`src/rtl/adc_scan_scheduler.sv`:
```
// adc_scan_scheduler
//   Arbitrates the single ADC conversion port between a round-robin channel scanner
//   and a direct one-shot requester (the AHB bridge). Scan results land in a
//   16-entry result bank with per-entry fresh flags, readable without converting.
//
// Ports
//   HCLK, HRESETn    clock, asynchronous active-low reset
//   scan_en          enables autonomous scanning
//   chan_mask        bit n=1 includes channel n in the scan
//   scan_interval    idle cycles inserted after each completed pass
//   req_valid        direct request, held until req_done
//   req_channel      direct request channel
//   req_done         one-cycle pulse, direct result valid
//   req_result       direct result, held until the next req_done
//   req_err          qualifies req_done, 1 = conversion timed out
//   adc_read         conversion request to the ADC
//   adc_channel      channel select to the ADC
//   adc_result       ADC result, valid while adc_rdy=1
//   adc_rdy          ADC ready (1) / busy (0)
//   rd_channel       result-bank read index
//   rd_data          registered bank[rd_channel]
//   rd_fresh         registered fresh flag; entry written since its last read
//   pass_done        one-cycle pulse at the end of each scan pass
//   timeout_err      sticky timeout flag, cleared only by reset
//   busy             1 whenever the scheduler is not idle
module adc_scan_scheduler #(
   parameter int unsigned TIMEOUT_CYCLES = 4096,
   parameter int unsigned INTERVAL_W     = 16
) (
   input  logic                  HCLK,
   input  logic                  HRESETn,
   input  logic                  scan_en,
   input  logic [15:0]           chan_mask,
   input  logic [INTERVAL_W-1:0] scan_interval,
   input  logic                  req_valid,
   input  logic [3:0]            req_channel,
   output logic                  req_done,
   output logic [11:0]           req_result,
   output logic                  req_err,
   output logic                  adc_read,
   output logic [3:0]            adc_channel,
   input  logic [11:0]           adc_result,
   input  logic                  adc_rdy,
   input  logic [3:0]            rd_channel,
   output logic [11:0]           rd_data,
   output logic                  rd_fresh,
   output logic                  pass_done,
   output logic                  timeout_err,
   output logic                  busy
);

   localparam int unsigned TmoW = $clog2(TIMEOUT_CYCLES + 1);

   typedef enum logic [2:0] {
      StIdle,
      StArb,
      StConvert,
      StRecover,
      StInterval
   } state_e;

   state_e                state_q;
   logic                  src_direct_q;   // current conversion belongs to the bridge
   logic                  end_pass_q;     // current scan conversion closes a pass
   logic                  last_direct_q;  // last grant went to the bridge
   logic [3:0]            ch_q;
   logic [3:0]            scan_ptr_q;
   logic [TmoW-1:0]       tmo_cnt_q;
   logic [INTERVAL_W-1:0] ivl_cnt_q;
   logic                  adc_read_q;
   logic                  req_done_q;
   logic [11:0]           req_result_q;
   logic                  req_err_q;
   logic                  pass_done_q;
   logic                  timeout_err_q;

   logic [11:0]           bank_q [16];
   logic [15:0]           fresh_q;
   logic [11:0]           rd_data_q;
   logic                  rd_fresh_q;

   logic                  scan_active;
   logic                  scan_hit;
   logic [3:0]            scan_next;
   logic [3:0]            mask_top;
   logic                  grant_direct;
   logic                  tmo_hit;
   logic                  bank_we;

   assign scan_active = scan_en && (chan_mask != 16'h0000);

   // Next masked channel strictly after the pointer, wrapping 15->0. The last
   // probe (i=16) lands back on the pointer itself so a one-bit mask still hits.
   always_comb begin
      scan_hit  = 1'b0;
      scan_next = 4'h0;
      for (int i = 1; i <= 16; i++) begin
         if (!scan_hit && chan_mask[scan_ptr_q + 4'(i)]) begin
            scan_hit  = 1'b1;
            scan_next = scan_ptr_q + 4'(i);
         end
      end
   end

   // A pass ends at the highest masked channel.
   always_comb begin
      mask_top = 4'h0;
      for (int i = 0; i < 16; i++) begin
         if (chan_mask[i]) begin
            mask_top = 4'(i);
         end
      end
   end

   // After a direct grant the scanner gets the next slot if it wants one.
   assign grant_direct = req_valid && !(last_direct_q && scan_active);
   assign tmo_hit      = !adc_rdy && (tmo_cnt_q == TmoW'(TIMEOUT_CYCLES - 1));
   assign bank_we      = (state_q == StConvert) && !src_direct_q && adc_rdy;

   always_ff @(posedge HCLK or negedge HRESETn) begin
      if (!HRESETn) begin
         state_q       <= StIdle;
         src_direct_q  <= 1'b0;
         end_pass_q    <= 1'b0;
         last_direct_q <= 1'b0;
         ch_q          <= 4'h0;
         scan_ptr_q    <= 4'hf;
         tmo_cnt_q     <= '0;
         ivl_cnt_q     <= '0;
         adc_read_q    <= 1'b0;
         req_done_q    <= 1'b0;
         req_result_q  <= 12'h000;
         req_err_q     <= 1'b0;
         pass_done_q   <= 1'b0;
         timeout_err_q <= 1'b0;
      end else begin
         req_done_q  <= 1'b0;
         pass_done_q <= 1'b0;
         unique case (state_q)
            StIdle: begin
               if (req_valid || scan_active) begin
                  state_q <= StArb;
               end
            end
            StArb: begin
               tmo_cnt_q <= '0;
               if (grant_direct) begin
                  src_direct_q  <= 1'b1;
                  ch_q          <= req_channel;
                  end_pass_q    <= 1'b0;
                  last_direct_q <= 1'b1;
                  adc_read_q    <= 1'b1;
                  state_q       <= StConvert;
               end else if (scan_active && scan_hit) begin
                  src_direct_q  <= 1'b0;
                  ch_q          <= scan_next;
                  end_pass_q    <= (scan_next == mask_top);
                  last_direct_q <= 1'b0;
                  adc_read_q    <= 1'b1;
                  state_q       <= StConvert;
               end else begin
                  state_q <= StIdle;
               end
            end
            StConvert: begin
               if (adc_rdy || tmo_hit) begin
                  adc_read_q <= 1'b0;
                  state_q    <= StRecover;
                  if (!adc_rdy) begin
                     timeout_err_q <= 1'b1;
                  end
                  if (src_direct_q) begin
                     req_done_q <= 1'b1;
                     req_err_q  <= !adc_rdy;
                     if (adc_rdy) begin
                        req_result_q <= adc_result;
                     end
                  end else begin
                     scan_ptr_q  <= ch_q;
                     pass_done_q <= end_pass_q;
                  end
               end else begin
                  tmo_cnt_q <= tmo_cnt_q + TmoW'(1);
               end
            end
            StRecover: begin
               if (!src_direct_q && end_pass_q && (scan_interval != '0)) begin
                  ivl_cnt_q <= scan_interval - INTERVAL_W'(1);
                  state_q   <= StInterval;
               end else begin
                  state_q <= StArb;
               end
            end
            StInterval: begin
               // A direct request cuts the wait short; the remainder is dropped.
               if (req_valid || (ivl_cnt_q == '0)) begin
                  state_q <= StArb;
               end else begin
                  ivl_cnt_q <= ivl_cnt_q - INTERVAL_W'(1);
               end
            end
            default: begin
               state_q    <= StIdle;
               adc_read_q <= 1'b0;
            end
         endcase
      end
   end

   // Result bank and its registered read port. Reading clears the fresh flag,
   // but a write to the same entry in the same cycle keeps it set.
   always_ff @(posedge HCLK or negedge HRESETn) begin
      if (!HRESETn) begin
         for (int i = 0; i < 16; i++) begin
            bank_q[i] <= 12'h000;
         end
         fresh_q    <= 16'h0000;
         rd_data_q  <= 12'h000;
         rd_fresh_q <= 1'b0;
      end else begin
         rd_data_q            <= bank_q[rd_channel];
         rd_fresh_q           <= fresh_q[rd_channel];
         fresh_q[rd_channel]  <= 1'b0;
         if (bank_we) begin
            bank_q[ch_q]  <= adc_result;
            fresh_q[ch_q] <= 1'b1;
         end
      end
   end

   assign req_done    = req_done_q;
   assign req_result  = req_result_q;
   assign req_err     = req_err_q;
   assign adc_read    = adc_read_q;
   assign adc_channel = ch_q;
   assign rd_data     = rd_data_q;
   assign rd_fresh    = rd_fresh_q;
   assign pass_done   = pass_done_q;
   assign timeout_err = timeout_err_q;
   assign busy        = (state_q != StIdle);

endmodule

```
`config.mk`:
```
export PLATFORM = sky130hd
export DESIGN_NAME = adc_scan_scheduler
export DESIGN_NICKNAME = d
export VERILOG_FILES = /design/src/rtl/adc_scan_scheduler.sv
export SDC_FILE = /design/constraint.sdc
export NUM_CORES = 1
export LEC_CHECK = 0
export ABC_AREA = 1
export ABC_CLOCK_PERIOD_IN_PS = 3100
export CAP_MARGIN = 20
export CORE_ASPECT_RATIO = 1.5
export CORE_MARGIN = 2
export CORE_UTILIZATION = 45
export DETAILED_ROUTE_END_ITERATION = 8
export GPL_ROUTABILITY_DRIVEN = 0
export PLACE_DENSITY = 0.77
export SYNTH_ARGS = -nofsm -noshare
export SYNTH_HDL_FRONTEND = slang
export SYNTH_SLANG_ARGS = --single-unit
```
`constraint.sdc`:
```
create_clock -name HCLK -period 3.1 [get_ports HCLK]
set_input_delay 0.62 -clock HCLK [delete_from_list [all_inputs] [get_ports HCLK]]
set_output_delay 0.62 -clock HCLK [all_outputs]
set_load 0.005 [all_outputs]
```
=== After elaboration in Yosys (flattened, before gate mapping) ===
Cells that the tools add are included.

* Add/sub/neg operators: 18
* Shifts and indexed selects: 0
* Div/mod/pow operators: 0
* Bitwise gates (word level): 8
* Order comparisons: 23
* Eq/ne operators: 13
* Multipliers: 0
* Multiplexer cells: 120
* Reduce and logical (&&, ||, !) cells: 66

{| class="wikitable"
|+ Operators with widths
! kind !! number
|-
| 192-bit bitwise mux || 1
|-
| 4-bit two-way mux || 32
|-
| 4-bit by 5-bit < comparator with 1-bit output, second input constant || 18
|-
| 1-bit binary-select mux with 4-bit select || 17
|-
| 1-bit two-way mux || 49
|-
| 12-bit binary-select mux with 4-bit select || 1
|-
| 12-bit demux with 4-bit select || 1
|-
| 16-bit two-way mux || 3
|-
| 12-bit two-way mux || 3
|-
| 4-bit adder, second input constant || 8
|-
| 16-bit case mux with 2 select lines || 1
|-
| 16-bit nonzero test || 2
|-
| 16-bit by 1-bit subtractor with 16-bit output, second input constant || 2
|-
| 1-bit logical AND || 27
|-
| 13-bit case mux with 2 select lines || 1
|-
| 1-bit logical NOT || 18
|-
| 3-bit AND reduction || 6
|-
| 4-bit by 3-bit adder with 4-bit output, second input constant || 4
|-
| 16-bit AND || 1
|-
| 16-bit logical NOT || 1
|-
| 16-bit inverter || 1
|-
| 16-bit bitwise OR || 1
|-
| 3-bit case mux with 5 select lines || 1
|-
| 13-bit by 1-bit adder with 13-bit output, second input constant || 1
|-
| other kinds (27) || 48
|}

* Bits in read-only memories: 0
* Memory bits (writable): 0
* Memories kept: 0
* Input bits: 57
* Bits in latches: 0
* Flip-flop bits (word level): 280

=== Logic depth before layout (Yosys ltp) ===
Gate-level depths: netlist of the first run.

* Depth after elaboration: 53
* Gate-level depth with buffers: 30
* Depth with buffers taken out: 29

=== Least setup slack after synthesis of the first run ===
No wires, ideal clock.

* Path type: register -> register
* From: register scan_ptr_q[1]
* To: register end_pass_q
* Path buffers: 2
* Setup slack: -0.247 ns
* Data arrival time: 3.229 ns
* Library setup time: 0.118 ns
* Cell stages (with the launch flop): 27
* Cells stage by stage: dfstp_2 inv_1 buf_2 ha_1 inv_1 buf_2 nand3_1 nand3_1 nand2_1 nand2_2 nand2_2 nor2_8 nand4_4 nor2_8 nand4_4 nor2_4 nand4_2 nor2_4 nor2_1 nand2_1 nand2_1 nand2_1 nand2_1 nand2_1 nand2_1 nand4_1 nand2_1

* Word-level cells in the longest chain between the ends: 52
* Elaborated cells between the ends (all ways): 115
* Classes of those cells: add/sub: 15; eq/ne: 1; mux: 66; reduce/logical: 33

{| class="wikitable"
|+ Ends and longest elaborated chain
! what !! RTL line !! source
|-
| from (decl) || 67 || <nowiki>logic [3:0] scan_ptr_q;</nowiki>
|-
| from (signal assigned) || 179 || <nowiki>scan_ptr_q <= ch_q;</nowiki>
|-
| 4-bit by 1-bit adder with 4-bit output || 98, 100 ||
|-
| 1-bit binary-select mux with 4-bit select || 98 || <nowiki>if (!scan_hit && chan_mask[scan_ptr_q + 4'(i)]) begin</nowiki>
|-
| 1-bit two-way mux (implied by the code) || 98 ||
|-
| 1-bit two-way mux || 98 ||
|-
| 1-bit logical NOT || 98 ||
|-
| 1-bit logical AND || 98 ||
|-
| 1-bit two-way mux || 98 ||
|-
| 1-bit logical NOT || 98 ||
|-
| (+36 left out) || - ||
|-
| 1-bit logical AND || 98 ||
|-
| 1-bit two-way mux || 98 ||
|-
| 1-bit logical NOT || 98 ||
|-
| 1-bit logical AND || 98 ||
|-
| 4-bit two-way mux / 1-bit two-way mux (equally long branches) || 98 ||
|-
| 4-bit equality test / 1-bit logical AND (equally long branches) || 157, 154 ||
|-
| 1-bit two-way mux / 2-bit nonzero test (equally long branches) || - ||
|-
| 1-bit two-way mux / 2-bit AND reduction (equally long branches) || - ||
|-
| to (signal assigned) || 157 || <nowiki>end_pass_q <= (scan_next == mask_top);</nowiki>
|-
| to (decl) || 64 || <nowiki>logic end_pass_q;</nowiki>
|}

Parallel ways exist; a longest one is shown, timed or not. The select of a mux whose other input is x is not followed.
A chain may end at the register's enable or synchronous reset.

=== Final worst setup path of the first run ===
Same ends and word-level chain as after synthesis.

==> summary.txt, run 1 <==
Status
  • Run status: finished with violations
  • Failing checks: setup timing

Worst setup path
  • WS Path Type: reg -> reg
  • CP max stage cell: dfstp_2
  • Worst-path cell chain: inv_4 -> ha_4 -> buf_8 -> nand3_4 -> nand3_2 -> nand2_2 -> nand2_2 -> nand2_4 -> inv_4 -> nand4_4 -> nor2_4 -> nand4_1 -> nor2_2 -> nand4_1 -> nor2_4 -> nand3_1 -> nand3_1 -> nand3_1 -> nand2_1 -> nor2_1 -> nand4_1 -> nand2_1
  • CP required: 3.54 ns
  • Total stage count of the critical path: 22
  • CP arrival: 3.69 ns
  • Register-to-Register Path Depth: 22
  • Worst-path fanout max: 6
  • CP Buf/Inv Count: 3
  • Startpoint Class: register
  • Max incr delay on CP: 0.60 ns
  • CP top delay family: simple AND/OR/NAND/NOR gates
  • CP Capture Type: register

Timing
  • Slew Viols, Final: 0
  • Peak Freq: 308 MHz
  • Setup TNS: -0.505 ns
  • Final WS setup: -0.150 ns
  • Clock skew: 0.0133 ns
  • Worst slew margin relative to its limit: 53.6%
  • Fin crit period: 3.25 ns
  • RSZ-0062 raised after global routing: true
  • Setup-failing EPs final: 5
  • Tcrit/Tclk final: 105%
  • Worst slew pin tran: 0.694 ns
  • Hold slack: 0.0258 ns
  • Final Hold Viols: 0

Finish
  • Layout Cells excl Fill: 2,449
  • P&R area growth vs syn: 22.6%
  • Share of cells above drive strength 1: 13.4%
  • Fin area: 17,700 um^2
  • ANT cells: 0
  • Final net count: 2,086

Min path
  • Hold/Removal Path Class: in -> async

Die
  • Die X: 150 um
  • Row count: 80
  • Die Ht: 223 um
  • Starting density of the core: 45.5%
  • Die area: 33,500 um^2
  • Core Area: 31,700 um^2
  • IO Pins: 92

Placement
  • PortBufs: 91
  • Detailed Place HPWL: 28,800 um
  • Cell Area, Placed: 16,400 um^2
  • Placed cell count: 2,386

Global route
  • Total GRT Usage: 26.3%
  • Global route overflow: 0
  • Initial antenna violation count: 0
  • Vias in the first global route: 13,800
  • First-pass GRT wire length: 70,400 um
  • Largest net degree at the start of global routing: 78

Synth
  • Post-synth net total: 1,929
  • Cell Area, Synth: 14,400 um^2
  • Post-synth EDFFs: 0
  • Cell taking the most area after synthesis: dfrtp_1
  • Fraction of registers with async set/reset: 100%
  • Register area share after synthesis: 48.6%
  • Ranking of synthesized cells by area: dfrtp_1 48%, nand2_1 14%, o21ai_0 9.0%, nand3_1 8.6%, inv_1 3.3%
  • Synth cell types: 52
  • Synth top cells by count: 539 x nand2_1, 276 x dfrtp_1, 259 x o21ai_0
  • Synth warn: 0
  • #FFs+latches synth: 280
  • Synth top area share: 47.9%
  • Count leader, synth: nand2_1
  • Mapped Avg Cell Area: 7.75 um^2
  • Post-Syn Instances: 1,862
  • Synth Flop Type: dfrtp_1

CTS
  • Root Buffer: clkbuf_16
  • H-tree Lvls: 1
  • CTS tree: built
  • Reg clk slew, reported paths: 0.06 ns
  • Clock buffers created by TritonCTS: 27
  • CTS sink count: 280
  • CTS Buffer Depth: 3
  • Skew-Pair Late Insertion Delay: 0.56 ns

Routing
  • Initial drt markers: 1,197
  • Detail Route Antenna Nets: 0
  • Routed WL: 43,800 um
  • DR vias/cell: 5.70
  • Wire per inst: 17.9 um
  • First-pass DRT Iterations: 8
  • Via count: 14,000
  • DRC Markers: 0

Power and ir drop
  • Maximum VDD drop: 0.630 mV
  • Pleak: 8.29 nW
  • Pwr Density: 1010 nW/um^2
  • Pwr Total: 17.9 mW

Run
  • Max-cap violations: 0
-- flip-flops by register name (all words and copies together), names as in the netlist --
register       flops
adc_read           1
state_q            3
req_result        12
timeout_err        1
rd_data           12
tmo_cnt_q         13
req_done           1
ivl_cnt_q         16
fresh_q           16
end_pass_q         1
scan_ptr_q         4
adc_channel        4
bank_q           192
req_err            1
pass_done          1
rd_fresh           1
last_direct_q      1
-- final timing paths --
check,from,to,slack [ns]
setup / recovery,scan_ptr_q[1],end_pass_q,-0.15
hold / removal,HRESETn,bank_q[188],0.03
setup reg to reg,scan_ptr_q[1],end_pass_q,-0.15
hold reg to reg,bank_q[66],bank_q[66],0.48
max in group asynchronous,HRESETn,scan_ptr_q[1],2.21
min in group HCLK,bank_q[66],bank_q[66],0.48
-- stage by stage --
step | worst slack, ns | utilization (%)
floorplan | -0.0275 | -
global placement | -0.223 | 51.8
detailed placement | -0.271 | 51.8
CTS | -0.0399 | 55.2
global route | -0.324 | 55.7
finish | -0.150 | 55.7
-- cell type report --
class	count	area [um^2]
multi-input cells	1346	6740
clock inverters	10	118
repair buffers	226	2000
flip-flops and latches	280	7010
clock buffers	39	761
well taps	410	513
inverters	138	531
fillers	2794	14100
-- power by group --
group	internal [mW]	leakage, nW	switching (mW)
logic	3.67	4.11	5.14
registers	4.92	3.75	0.787
clock network	1.88	0.434	1.47
total	10.5	8.29	7.39
-- worst reg2reg max path, cell delays in order, from the launching register on --
cell,delay (ns)
dfstp_2,0.60
inv_4,0.07
ha_4,0.36
buf_8,0.16
nand3_4,0.09
nand3_2,0.08
nand2_2,0.06
nand2_2,0.08
nand2_4,0.09
inv_4,0.08
nand4_4,0.12
nor2_4,0.14
nand4_1,0.10
nor2_2,0.15
nand4_1,0.16
nor2_4,0.18
nand3_1,0.13
nand3_1,0.15
nand3_1,0.09
nand2_1,0.07
nor2_1,0.04
nand4_1,0.10
nand2_1,0.05
-- timing repair --
action | in CTS | in global routing
gates cloned | 0 | 0
resized for setup | 25 | 38
pin swaps | 7 | 19
endpoints found under the setup margin | 5 | 7
hold endpoints to repair | 0 | 0
hold buffers | 0 | 0
setup buffers | 9 | 5
-- routing by layer --
layer | global-route usage (%) | vias up | routed length, um
met5 | 0 | - | 0
met4 | 13.9 | 0 | 2430
met3 | 3.19 | 169 | 3100
met2 | 44.4 | 579 | 21700
met1 | 32.9 | 6682 | 16600
li1 | - | 6532 | -
-- cell usage in the layout (no fill, tap or decap), types with 4 or more instances in the layout --
| master | count |
|---|---|
| nor3_1 | 15 |
| inv_1 | 118 |
| clkbuf_8 | 4 |
| xnor2_1 | 4 |
| nor2_1 | 71 |
| nor2_4 | 10 |
| dfstp_2 | 4 |
| inv_2 | 13 |
| a22oi_1 | 30 |
| nand3_1 | 238 |
| nor2_2 | 4 |
| dfrtp_1 | 276 |
| buf_12 | 5 |
| clkbuf_1 | 8 |
| or2_2 | 9 |
| xor2_1 | 6 |
| o21ai_1 | 8 |
| clkbuf_16 | 27 |
| o21ai_0 | 256 |
| nand3_2 | 9 |
| ha_1 | 8 |
| a31oi_1 | 8 |
| clkinv_2 | 4 |
| a21oi_1 | 24 |
| buf_4 | 127 |
| nand4_4 | 5 |
| nor4_1 | 9 |
| nand2_2 | 16 |
| nand4_1 | 49 |
| nand2_1 | 529 |
| clkdlybuf4s50_1 | 88 |
-- cells by family after synthesis --
group	after synthesis	share of synthesized area [%]
and+or+nand+nor	976	30.1
AOI/OAI and AO/OA	344	12.8
DFF	280	48.6
buffers and inverters	236	6.38
xor gates and xnor gates	14	1.03
adders and majority gates	10	0.868
muxes	2	0.139
No activity file was read; power rests on OpenSTA's default activity.
==> run 2, diff against run 1 <==
- HOLD_SLACK_MARGIN: unset -> 0.08
==> summary.txt, run 2 (synthesis gave the netlist of run 1 again) <==
Power and ir drop
  • Pleak: 8.30 nW (was 8.29 nW)
  • Clock power frac: 18.8% (about the same)
  • Int Pwr: 10.5 mW (about the same)
  • Sw Ratio: 41.4% (about the same)
  • Switching power: 7.39 mW (about the same)
  • Sequential power share: 32.0% (was 31.9%)
  • Combinational Power Share: 49.3% (about the same)
  • Maximum VDD drop: 0.628 mV (was 0.630 mV)
  • Pwr Density: 1010 nW/um^2 (about the same)
  • Pwr Total: 17.9 mW (about the same)

Die
  • Starting density of the core: 45.5% (unchanged)
  • Core Area: 31,700 um^2 (unchanged)
  • IO Pins: 92 (unchanged)
  • Row count: 80 (unchanged)
  • Die X: 150 um (unchanged)
  • Die area: 33,500 um^2 (unchanged)
  • Die Ht: 223 um (unchanged)

Global route
  • Vias in the first global route: 13,800 (about the same)
  • Global route overflow: 0 (unchanged)
  • First-pass GRT wire length: 70,400 um (about the same)
  • Total GRT Usage: 26.3% (unchanged)
  • Initial antenna violation count: 0 (unchanged)
  • Largest net degree at the start of global routing: 78 (unchanged)

Finish
  • Most flop-heavy register: bank_q (unchanged)
  • P&R area growth vs syn: 22.6% (about the same)
  • Post-layout util: 55.7% (about the same)
  • Fin area: 17,700 um^2 (about the same)
  • ANT cells: 0 (unchanged)
  • Most common cell after layout, fill and taps aside: nand2_1 (unchanged)
  • Largest registers: bank_q (192), fresh_q (16), ivl_cnt_q (16) (unchanged)
  • Number of flip-flops in the largest register: 192 (unchanged)
  • Final net count: 2,087 (was 2,086)
  • Most frequent cells in the layout: 529 x nand2_1, 276 x dfrtp_1, 256 x o21ai_0, 238 x nand3_1, 127 x buf_4 (unchanged)
  • Share of cells above drive strength 1: 13.4% (about the same)

Worst setup path
  • Register-to-Register Path Depth: 22 (unchanged)
  • Startpoint Class: register (unchanged)
  • Worst-path fanout max: 6 (unchanged)
  • WS Path Type: reg -> reg (unchanged)
  • CP arrival: 3.69 ns (about the same)
  • CP Capture Type: register (unchanged)
  • Worst reg2reg startpoint: scan_ptr_q[1] (unchanged)
  • Reg2reg end: end_pass_q (unchanged)
  • R2R setup slack: -0.15 ns (about the same)
  • CP required: 3.54 ns (about the same)

Routing
  • DRC Markers: 0 (unchanged)
  • Via count: 14,000 (about the same)
  • DR vias/cell: 5.70 (about the same)
  • Detail Route Antenna Nets: 0 (unchanged)
  • Initial drt markers: 1,207 (was 1,197)
  • Wire per inst: 17.8 um (was 17.9 um)
  • First-pass DRT Iterations: 5 (was 8)
  • Routed WL: 43,700 um (was 43,800 um)

Timing
  • RSZ-0062 raised after global routing: true (unchanged)
  • Fin crit period: 3.25 ns (about the same)
  • Worst slew pin tran: 0.698 ns (was 0.694 ns)
  • Worst slew margin relative to its limit: 53.3% (was 53.6%)
  • Setup-failing EPs final: 5 (unchanged)
  • Tcrit/Tclk final: 105% (about the same)
  • Slew Viols, Final: 0 (unchanged)
  • Final WS setup: -0.148 ns (was -0.150 ns)
  • Setup TNS: -0.496 ns (was -0.505 ns)
  • Final Hold Viols: 0 (unchanged)
  • Clock skew: 0.0116 ns (was 0.0133 ns)
  • Peak Freq: 308 MHz (about the same)

CTS
  • CTS Buffer Depth: 3 (unchanged)
  • H-tree Lvls: 1 (unchanged)
  • CTS sink count: 280 (unchanged)
  • Clock buffers created by TritonCTS: 27 (unchanged)
  • Reg clk slew, reported paths: 0.06 ns (about the same)
  • Root Buffer: clkbuf_16 (unchanged)
  • Skew-Pair Late Insertion Delay: 0.56 ns (about the same)
  • CTS tree: built (unchanged)

Min path
  • Sink of the worst hold path: bank_q[66]
  • Hold Path Origin: bank_q[66]
  • Cell depth of the worst hold path: 2
  • Hold/Removal Path Class: reg -> reg (was in -> async)

Status
  • Failing checks: setup timing (unchanged)
  • Run status: finished with violations (unchanged)

Placement
  • PortBufs: 91 (unchanged)
  • Detailed Place HPWL: 28,800 um (unchanged)
  • Cell Area, Placed: 16,400 um^2 (unchanged)
  • Pre-CTS WS: -0.271 ns (unchanged)

Run
  • Max-cap violations: 0 (unchanged)
## run 2: changes by cell type in the layout (fill, tap and decap cells not counted)
cell | previous run | this run
dlygate4sd3_1 | 0 | 1
## run 2: area by class of cell
| cell class | instances | area (um^2) |
|---|---|---|
| clock buffers | 39 | 761 |
| clock inverters | 10 | 118 |
| fillers | 2793 | 14000 |
| inverters | 138 | 531 |
| multi-input cells | 1346 | 6740 |
| flip-flops and latches | 280 | 7010 |
| well taps | 410 | 513 |
| repair buffers | 227 | 2010 |
## run 2: per-layer routing
metal,up-vias,track usage [%],wire length (um)
li1,6536,-,-
met5,-,0,0
met2,591,44.4,21500
met1,6657,32.9,16600
met4,0,13.9,2500
met3,182,3.19,3060
## run 2: stage by stage
step	hold slack, ns	std cells
5_1_grt	0.505	2450
4_1_cts	0.489	2445
3_3_place_gp	0.466	2386
3_5_place_dp	0.473	2386
6_report	0.484	2450
2_1_floorplan	0.324	1862
## run 2: power groups by stage
stage	clock, mW	combinational, mW	sequential (mW)
2_1_floorplan	0	5.10	5.53
3_3_place_gp	0	7.88	5.68
3_5_place_dp	0	8.05	5.73
4_1_cts	3.40	8.45	5.69
5_1_grt	3.57	9.70	5.86
6_report	3.35	8.80	5.70
## run 2: critical path, cell delays in order (launching register included)
cell     delay, ns
dfstp_2       0.60
inv_4         0.07
ha_4          0.35
buf_8         0.16
nand3_4       0.08
nand3_2       0.08
nand2_2       0.06
nand2_2       0.08
nand2_4       0.09
inv_4         0.08
nand4_4       0.12
nor2_4        0.13
nand4_1       0.10
nor2_2        0.15
nand4_1       0.16
nor2_4        0.18
nand3_1       0.13
nand3_1       0.15
nand3_1       0.09
nand2_1       0.07
nor2_1        0.04
nand4_1       0.10
nand2_1       0.05
## run 2: worst max-delay path by stage
stage / startpoint / to / slack [ns] / cells after the start
after global placement: chan_mask[13] / end_pass_q / -0.22 / 23
final: scan_ptr_q[1] / end_pass_q / -0.15 / 22
after detailed placement: chan_mask[13] / end_pass_q / -0.27 / 23
after floorplan: scan_ptr_q[1] / end_pass_q / -0.03 / 26
after global routing: scan_ptr_q[1] / end_pass_q / -0.32 / 23
after CTS: scan_ptr_q[1] / end_pass_q / -0.04 / 24
## run 2: what timing repair did
item,CTS,global route
buffers inserted,9,5
setup endpoints to repair,5,7
pin swaps,7,19
hold endpoints to repair,68,0
gates resized for setup,25,38
hold buffers,1,0
==> run 3, diff against run 2 <==
- SETUP_SLACK_MARGIN: unset -> 0.5
==> summary.txt, run 3 (synthesis gave the netlist of run 1 again) <==
Status
  • Run status: finished with violations (unchanged)
  • Failing checks: setup timing (unchanged)

CTS
  • Skew-Pair Late Insertion Delay: 0.55 ns (was 0.56 ns)
  • CTS Buffer Depth: 3 (unchanged)
  • Root Buffer: clkbuf_16 (unchanged)
  • CTS sink count: 280 (unchanged)
  • CTS tree: built (unchanged)
  • Reg clk slew, reported paths: 0.07 ns (was 0.06 ns)
  • Clock buffers created by TritonCTS: 26 (was 27)
  • H-tree Lvls: 1 (unchanged)

Worst setup path
  • Cell mode on critical path: nand2_1
  • CP Capture Type: register (unchanged)
  • CP required: 3.59 ns (was 3.54 ns)
  • Worst-path fanout max: 7 (was 6)
  • CP max stage cell: dfstp_2 (unchanged)
  • WS Path Type: reg -> reg (unchanged)
  • Startpoint Class: register (unchanged)
  • Max incr delay on CP: 0.59 ns (was 0.60 ns)
  • CP arrival: 3.72 ns (was 3.69 ns)
  • Worst-path cell chain: inv_4 -> ha_4 -> buf_6 -> nand3_4 -> nand3_2 -> nand2_2 -> nand2_2 -> nand2_4 -> nor2_8 -> nand4_4 -> nor2_8 -> nand4_4 -> nor2_4 -> nand4_1 -> nor2_1 -> nor2_1 -> nand3_1 -> nand2_1 -> nand2_1 -> nand2_1 -> nand2_1 -> nand4_1 -> nand2_1 (was inv_4 -> ha_4 -> buf_8 -> nand3_4 -> nand3_2 -> nand2_2 -> nand2_2 -> nand2_4 -> inv_4 -> nand4_4 -> nor2_4 -> nand4_1 -> nor2_2 -> nand4_1 -> nor2_4 -> nand3_1 -> nand3_1 -> nand3_1 -> nand2_1 -> nor2_1 -> nand4_1 -> nand2_1)

Placement
  • PortBufs: 91 (unchanged)
  • Placed cell count: 2,386 (unchanged)
  • Pre-CTS WS: -0.299 ns (was -0.271 ns)
  • Detailed Place HPWL: 29,400 um (was 28,800 um)

Timing
  • Setup TNS: -0.386 ns (was -0.496 ns)
  • Worst slew margin relative to its limit: 52.3% (was 53.3%)
  • RSZ-0062 raised after global routing: true (unchanged)
  • Clock skew: 0.0118 ns (was 0.0116 ns)
  • Final WS setup: -0.132 ns (was -0.148 ns)
  • Slew Viols, Final: 0 (unchanged)
  • Peak Freq: 309 MHz (was 308 MHz)
  • Tcrit/Tclk final: 104% (was 105%)
  • Worst slew pin tran: 0.716 ns (was 0.698 ns)
  • Fin crit period: 3.23 ns (was 3.25 ns)
  • Final Hold Viols: 0 (unchanged)
  • Setup-failing EPs final: 5 (unchanged)

Routing
  • First-pass DRT Iterations: 5 (unchanged)
  • Wire per inst: 18.5 um (was 17.8 um)
  • Routed WL: 45,700 um (was 43,700 um)
  • Detail Route Antenna Nets: 0 (unchanged)
  • DRC Markers: 0 (unchanged)
  • DR vias/cell: 5.73 (was 5.70)
  • Initial drt markers: 1,214 (was 1,207)
  • Via count: 14,200 (was 14,000)

Die
  • Starting density of the core: 45.5% (unchanged)
  • Die X: 150 um (unchanged)
  • IO Pins: 92 (unchanged)
  • Core Area: 31,700 um^2 (unchanged)
  • Row count: 80 (unchanged)
  • Die Ht: 223 um (unchanged)
  • Die area: 33,500 um^2 (unchanged)

Power and ir drop
  • Pwr Total: 17.9 mW (about the same)
  • Pwr Density: 984 nW/um^2 (was 1010 nW/um^2)
  • Pleak: 8.53 nW (was 8.30 nW)
  • Maximum VDD drop: 0.546 mV (was 0.628 mV)

Run
  • Max-cap violations: 0 (unchanged)

Finish
  • Most common cell after layout, fill and taps aside: nand2_1 (unchanged)
  • Layout Cells excl Fill: 2,477 (was 2,450)
  • P&R area growth vs syn: 26.4% (was 22.6%)
  • Share of cells above drive strength 1: 16.8% (was 13.4%)
  • Post-layout util: 57.4% (was 55.7%)
  • Final net count: 2,113 (was 2,087)
  • Largest registers: bank_q (192), fresh_q (16), ivl_cnt_q (16) (unchanged)
  • Number of flip-flops in the largest register: 192 (unchanged)
  • Most frequent cells in the layout: 523 x nand2_1, 276 x dfrtp_1, 248 x o21ai_0, 231 x nand3_1, 125 x buf_4 (was 529 x nand2_1, 276 x dfrtp_1, 256 x o21ai_0, 238 x nand3_1, 127 x buf_4)
  • Most flop-heavy register: bank_q (unchanged)

Min path
  • Hold/Removal Path Class: reg -> reg (unchanged)

Global route
  • First-pass GRT wire length: 72,000 um (was 70,400 um)
  • Global route overflow: 0 (unchanged)
  • Largest net degree at the start of global routing: 79 (was 78)
  • Vias in the first global route: 14,000 (was 13,800)
  • Initial antenna violation count: 2 (was 0)
  • Total GRT Usage: 27.1% (was 26.3%)
-- run 3: changes by cell type in the layout (fill, tap and decap cells not counted), sizes merged --
cell	before	now
buf	138	165
inv	138	136
clkbuf	39	38
clkinv	8	9
clkinvlp	0	1
diode	0	1
-- run 3: area by class of cell --
cell class	count	area, um^2
inverter	138	533
sequential	280	7010
tap	410	513
fill	2753	13500
multi-input combinational	1346	6950
antenna	1	2.50
clock buffer	38	787
timing repair buffer	254	2320
clock inverter	10	118
-- run 3: worst max-delay path, delay by kind of cell, from the launching register on --
kind	cells	cell delay (ns)
buf+inv	2	0.22
simple gates	20	2.03
flops	1	0.59
fa+ha+maj	1	0.34
-- run 3: what timing repair did --
action / in CTS / in global routing
hold buffers: 1 / 0
pin swaps: 29 / 26
hold endpoints to repair: 49 / 0
setup buffers: 31 / 10
setup endpoints to repair: 10 / 20
gates resized for setup: 74 / 78
-- run 3: layer usage --
layer / GRT usage [%] / up-vias / routed length [um]
met4: 14.5 / 2 / 2590
met3: 3.93 / 173 / 3530
li1: - / 6597 / -
met1: 32.1 / 6755 / 16900
met5: 0 / - / 13
met2: 46.9 / 677 / 22700
-- run 3: power by group --
part           switching (mW)  internal (mW)
registers               0.780           4.92
clock network            1.43           1.94
logic                    5.21           3.66
total                    7.42           10.5
-- run 3: stage by stage --
step / area [um^2] / hold WS [ns]
4_1_cts: 17900 / 0.490
2_1_floorplan: 14500 / 0.324
3_5_place_dp: 16500 / 0.473
6_report: 18200 / 0.484
5_1_grt: 18200 / 0.502
3_3_place_gp: 16500 / 0.466
-- run 3: worst paths after layout --
| check | from | endpoint | slack [ns] | depth (start not counted) |
|---|---|---|---|---|
| min in group asynchronous | HRESETn | bank_q[188] | 0.59 | 2 |
| worst max register to register | scan_ptr_q[1] | end_pass_q | -0.13 | 23 |
| worst min-delay path | req_result[4] | req_result[4] | 0.48 | 2 |
| max in group asynchronous | HRESETn | bank_q[23] | 1.73 | 3 |
| worst max-delay path | scan_ptr_q[1] | end_pass_q | -0.13 | 23 |
| worst min register to register | req_result[4] | req_result[4] | 0.48 | 2 |
==> patch 1 (settings of run 1) <==
Change the parameter `INTERVAL_W` from 16 to 20.
--- a/src/rtl/adc_scan_scheduler.sv
+++ b/src/rtl/adc_scan_scheduler.sv
@@ -25,7 +25,7 @@
 //   busy             1 whenever the scheduler is not idle
 module adc_scan_scheduler #(
    parameter int unsigned TIMEOUT_CYCLES = 4096,
-   parameter int unsigned INTERVAL_W     = 16
+   parameter int unsigned INTERVAL_W     = 20
 ) (
    input  logic                  HCLK,
    input  logic                  HRESETn,
Ports: changed (resized scan_interval); port bits go from 92 to 96. The function was not compared with the original's and may differ.
==> patch 1 against run 1 <==
Largest cell class unchanged; power grew 6.7%; the flow still finishes with violations (setup timing); critical endpoint unchanged; worst setup slack lost 0.13 ns; first-iteration DRC count is essentially flat; synthesized area grew 0.92%; sequential cell count grew 4; wire length grew 4.4%; final area grew 4.0%; global-route usage grew 0.56 points.
==> patch 1: results (changes against run 1) <==
Placement
  • Number of I/O port buffers: 95 (+4.4%)

Yosys
  • Complex-gate fraction of the synthesized area: 16.8% (+4.0 points)
  • Ranking of synthesized cells by area: sky130_fd_sc_hd__dfrtp_1 48%, sky130_fd_sc_hd__nand2_1 12%, sky130_fd_sc_hd__o21ai_0 9.5%
  • Number of nets in the synthesized netlist: 1909 (-1.0%)
  • Xor/xnor share of the synthesized area: 1.44% (+0.40 points)
  • Share of cell area taken by muxes after synthesis: 0.0688% (-0.070 points)
  • Count of different cell masters after synthesis: 49 (-5.8%)
  • Sequential-to-total area share from yosys stat: 48.9% (+0.24 points)

Power
  • Worst vdd rail ir drop: 0.590 mV (-6.4%)

Cells and area
  • Non-filler cells, final: 2450 (+0.041%)
  • Fraction of final layout cells sized beyond drive strength 1: 15.5% (+2.1 points)
  • Fill cells: 2747 (-1.7%)
  • Registers with the highest flip-flop counts: bank_q x192, ivl_cnt_q x20, fresh_q x16
  • Layout Nets: 2091 (+0.24%)

STA
  • Final WS setup: -0.284 ns (-0.134 ns)
  • Clock tree skew after final layout: 0.00823 ns (-0.00504 ns)
  • Setup tns final: -1.52 ns (-1.01 ns)
  • Final-report setup violation count: 9 (+4)
  • Max transition margin: 43.4% (-10 points)

Global routing
  • Pin count of the biggest net entering global routing: 90 (+15%)
  • Global-route wire length before repair: 71800 um (+2.0%)

Outcome
  • Violated checks: setup timing
  • Status: complete, but fails checks

Routing
  • Drt initial violations: 1196 (-0.084%)
  • Vias per cell: 5.84 (+2.5%)

Worst setup path
  • Worst Path Max Fanout: 7 (+1)
  • Arrival time worst endpoint: 3.82 ns (+0.13 ns)
-- patch 1: cell types whose count changed in the layout (fill, tap and decap cells not counted), moves of 11 or more --
| cell | change |
|---|---|
| sky130_fd_sc_hd__nand3_1 | -51 |
| sky130_fd_sc_hd__nand4_1 | -28 |
| sky130_fd_sc_hd__a22oi_1 | +22 |
| sky130_fd_sc_hd__nand2_1 | -95 |
| sky130_fd_sc_hd__or4_1 | +11 |
| sky130_fd_sc_hd__a31oi_1 | +48 |
| sky130_fd_sc_hd__buf_4 | +14 |
| sky130_fd_sc_hd__o21ai_0 | +14 |
| sky130_fd_sc_hd__inv_1 | +21 |
| sky130_fd_sc_hd__nor2_1 | -13 |
-- patch 1: power by group through the flow --
stage | clock network [mW] | registers (mW) | logic, mW
2_1_floorplan | 0 | 5.59 | 4.92
3_3_place_gp | 0 | 5.71 | 8.10
3_5_place_dp | 0 | 5.76 | 8.28
4_1_cts | 3.64 | 5.72 | 9.06
5_1_grt | 3.76 | 5.88 | 10.6
6_report | 3.61 | 5.75 | 9.69
-- patch 1: layout make-up --
| class | count | area, um^2 | share of cell area (%) |
|---|---|---|---|
| clock buffer | 29 | 693 | 3.77 |
| tap | 410 | 513 | 2.79 |
| timing repair buffer | 252 | 2260 | 12.3 |
| multi-input combinational | 1298 | 6900 | 37.6 |
| sequential | 284 | 7110 | 38.7 |
| inverter | 157 | 619 | 3.37 |
| clock inverter | 20 | 272 | 1.48 |
-- patch 1: worst paths after layout --
path                                            from                         to  slack [ns]  cells after the start
max                        scan_ptr_q[0]$_DFFE_PN1P_     end_pass_q$_DFFE_PN0P_       -0.28                     32
min                                          HRESETn  req_result[7]$_DFFE_PN0P_        0.02                      1
max reg2reg                scan_ptr_q[0]$_DFFE_PN1P_     end_pass_q$_DFFE_PN0P_       -0.28                     32
min reg2reg                  timeout_err$_DFFE_PN0P_    timeout_err$_DFFE_PN0P_        0.48                      1
max in group asynchronous                    HRESETn   ivl_cnt_q[0]$_DFFE_PN0P_        2.23                      2
min in group HCLK            timeout_err$_DFFE_PN0P_    timeout_err$_DFFE_PN0P_        0.48                      1
-- patch 1: repair_timing --
action / in CTS / in global routing
cloned: 1 / 0
gates resized for setup: 71 / 39
endpoints found under the hold margin: 0 / 0
hold buffers: 0 / 0
pin swaps: 29 / 8
buffers inserted: 18 / 4
setup endpoints to repair: 9 / 12
-- patch 1: kinds of logic (layout without fill, tap and decap cells) --
kind of cell    after synthesis  count (layout)
fa+ha+maj                    10              10
xor+xnor                     23              23
buf+inv                     257             458
simple gates                826             827
flops                       284             284
mux                           1               1
compound gates              437             437
-- patch 1: metal layers --
metal	vias to the layer above	GRT usage (%)	share of wire, %
met3	205	2.86	7.3
met5	-	0	0
met4	0	16.1	6.3
met1	6803	32.0	37
met2	717	46.5	50
li1	6589	-	-
==> patch 2 (config.mk and constraints of run 1) <==
Made on the original files. Encoding of `state_e`: now one-hot (5 bits for 5 states).
--- a/src/rtl/adc_scan_scheduler.sv
+++ b/src/rtl/adc_scan_scheduler.sv
@@ -51,12 +51,12 @@
 
    localparam int unsigned TmoW = $clog2(TIMEOUT_CYCLES + 1);
 
-   typedef enum logic [2:0] {
-      StIdle,
-      StArb,
-      StConvert,
-      StRecover,
-      StInterval
+   typedef enum logic [4:0] {
+      StIdle     = 5'b00001,
+      StArb      = 5'b00010,
+      StConvert  = 5'b00100,
+      StRecover  = 5'b01000,
+      StInterval = 5'b10000
    } state_e;
 
    state_e                state_q;
Function: no difference found for any inputs over 4 cycles, from zero or initial values and one cycle with HRESETn low; so few cycles prove little.
==> patch 2 against run 1 <==
The run ends with DRC, setup timing left; sequential cell count increased by 2; via count decreased by 1.7%; final area decreased by 1.2%; power decreased by 20%; wire length decreased by 1.7%; synthesized area decreased by 1.1%; clock power decreased by 7.8%; global-route usage decreased by 0.31 points; highest routed layer unchanged; worst setup slack got worse by 0.063 ns.
==> patch 2: results (changes against run 1) <==
Cells and area
  • Fill cells: 2730 (-2.3%)
  • Data buffer area share: 10.8% (-0.57 points)
  • Non-filler cells, final: 2352 (-4.0%)
  • FF/Latch Area: 7060 um^2 (+0.73%)
  • Multi-input combinational area share: 38.2% (+0.11 points)
  • Layout Nets: 1995 (-4.4%)

STA
  • Final-report setup violation count: 5 (unchanged)
  • Worst Tran Pin Value: 0.837 ns (+0.143 ns)
  • Clock tree skew after final layout: 0.0160 ns (+0.00272 ns)
  • Final WS setup: -0.213 ns (-0.0633 ns)

Clock tree
  • Count of instances resized after the clock tree is built: 63 (+150%)
  • Insertion delay to the later sink of the worst-skew pair: 0.54 ns (-0.02 ns)
  • # Post-CTS Setup Buffers: 14 (+5)

Routing
  • Residual DRC: 1 (+1)
  • Detailed-routing wirelength on met1: 16200 um (-2.4%)
  • Total via count in the routed design: 13700 (-1.7%)
  • Detailed route wirelength on metal3: 3120 um (+0.74%)
  • Drt initial violations: 1299 (+8.5%)
  • Post-Route WL: 43100 um (-1.7%)
  • Met2 Routed Length: 21600 um (-0.33%)

Yosys
  • Most common library cells after synthesis: 432 x sky130_fd_sc_hd__nand2_1, 279 x sky130_fd_sc_hd__o21ai_0, 277 x sky130_fd_sc_hd__dfrtp_1
  • Complex-gate fraction of the synthesized area: 16.7% (+3.9 points)
  • Gate Count Post-Synth: 1787 (-4.0%)
  • Share of cell area taken by muxes after synthesis: 0.0702% (-0.069 points)
  • Ranking of synthesized cells by area: sky130_fd_sc_hd__dfrtp_1 49%, sky130_fd_sc_hd__nand2_1 11%, sky130_fd_sc_hd__o21ai_0 9.8%
  • Xor/xnor share of the synthesized area: 1.21% (+0.18 points)

Power
  • Net switching power: 5.74 mW (-22%)
  • Worst vdd rail ir drop: 0.511 mV (-19%)
  • Final Power: 14.3 mW (-20%)
  • Combinational share of power: 46.8% (-2.5 points)

Global routing
  • Pin count of the biggest net entering global routing: 85 (+9.0%)
  • Met2 track demand over resource in global routing: 44.2% (-0.14 points)
  • Total routing resource utilization after global routing: 26.0% (-0.31 points)
  • Global-route wire length before repair: 69300 um (-1.6%)
  • Met1 routing resource usage after global routing: 31.9% (-0.97 points)

Outcome
  • Violated checks: DRC, setup timing
  • Status: complete, but fails checks

Floorplanning
  • Number of tapcells: 405 (-1.2%)

Worst setup path
  • Arrival time worst endpoint: 3.75 ns (+0.06 ns)

Placement
  • Setup Slack @ Placement: -0.336 ns (-0.0651 ns)
  • Placed Area: 16200 um^2 (-1.6%)
  • Dpl hpwl: 27500 um (-4.6%)
-- patch 2: cell types whose count changed in the layout (fill, tap and decap cells not counted), moves of 11 or more --
| cell | before | now |
|---|---|---|
| sky130_fd_sc_hd__buf_4 | 127 | 115 |
| sky130_fd_sc_hd__nand4_1 | 49 | 22 |
| sky130_fd_sc_hd__nand2_1 | 529 | 420 |
| sky130_fd_sc_hd__nand3_2 | 9 | 20 |
| sky130_fd_sc_hd__or4_1 | 1 | 13 |
| sky130_fd_sc_hd__a31oi_1 | 8 | 59 |
| sky130_fd_sc_hd__nand3_1 | 238 | 196 |
| sky130_fd_sc_hd__o21ai_0 | 256 | 276 |
| sky130_fd_sc_hd__a22oi_1 | 30 | 52 |
-- patch 2: metrics by stage --
step	hold WS, ns	utilization [%]
after floorplan	0.324	-
after global placement	0.462	52.0
after detailed placement	0.466	52.0
after CTS	0.0994	55.8
after global routing	0.122	56.1
final	0.0842	56.1
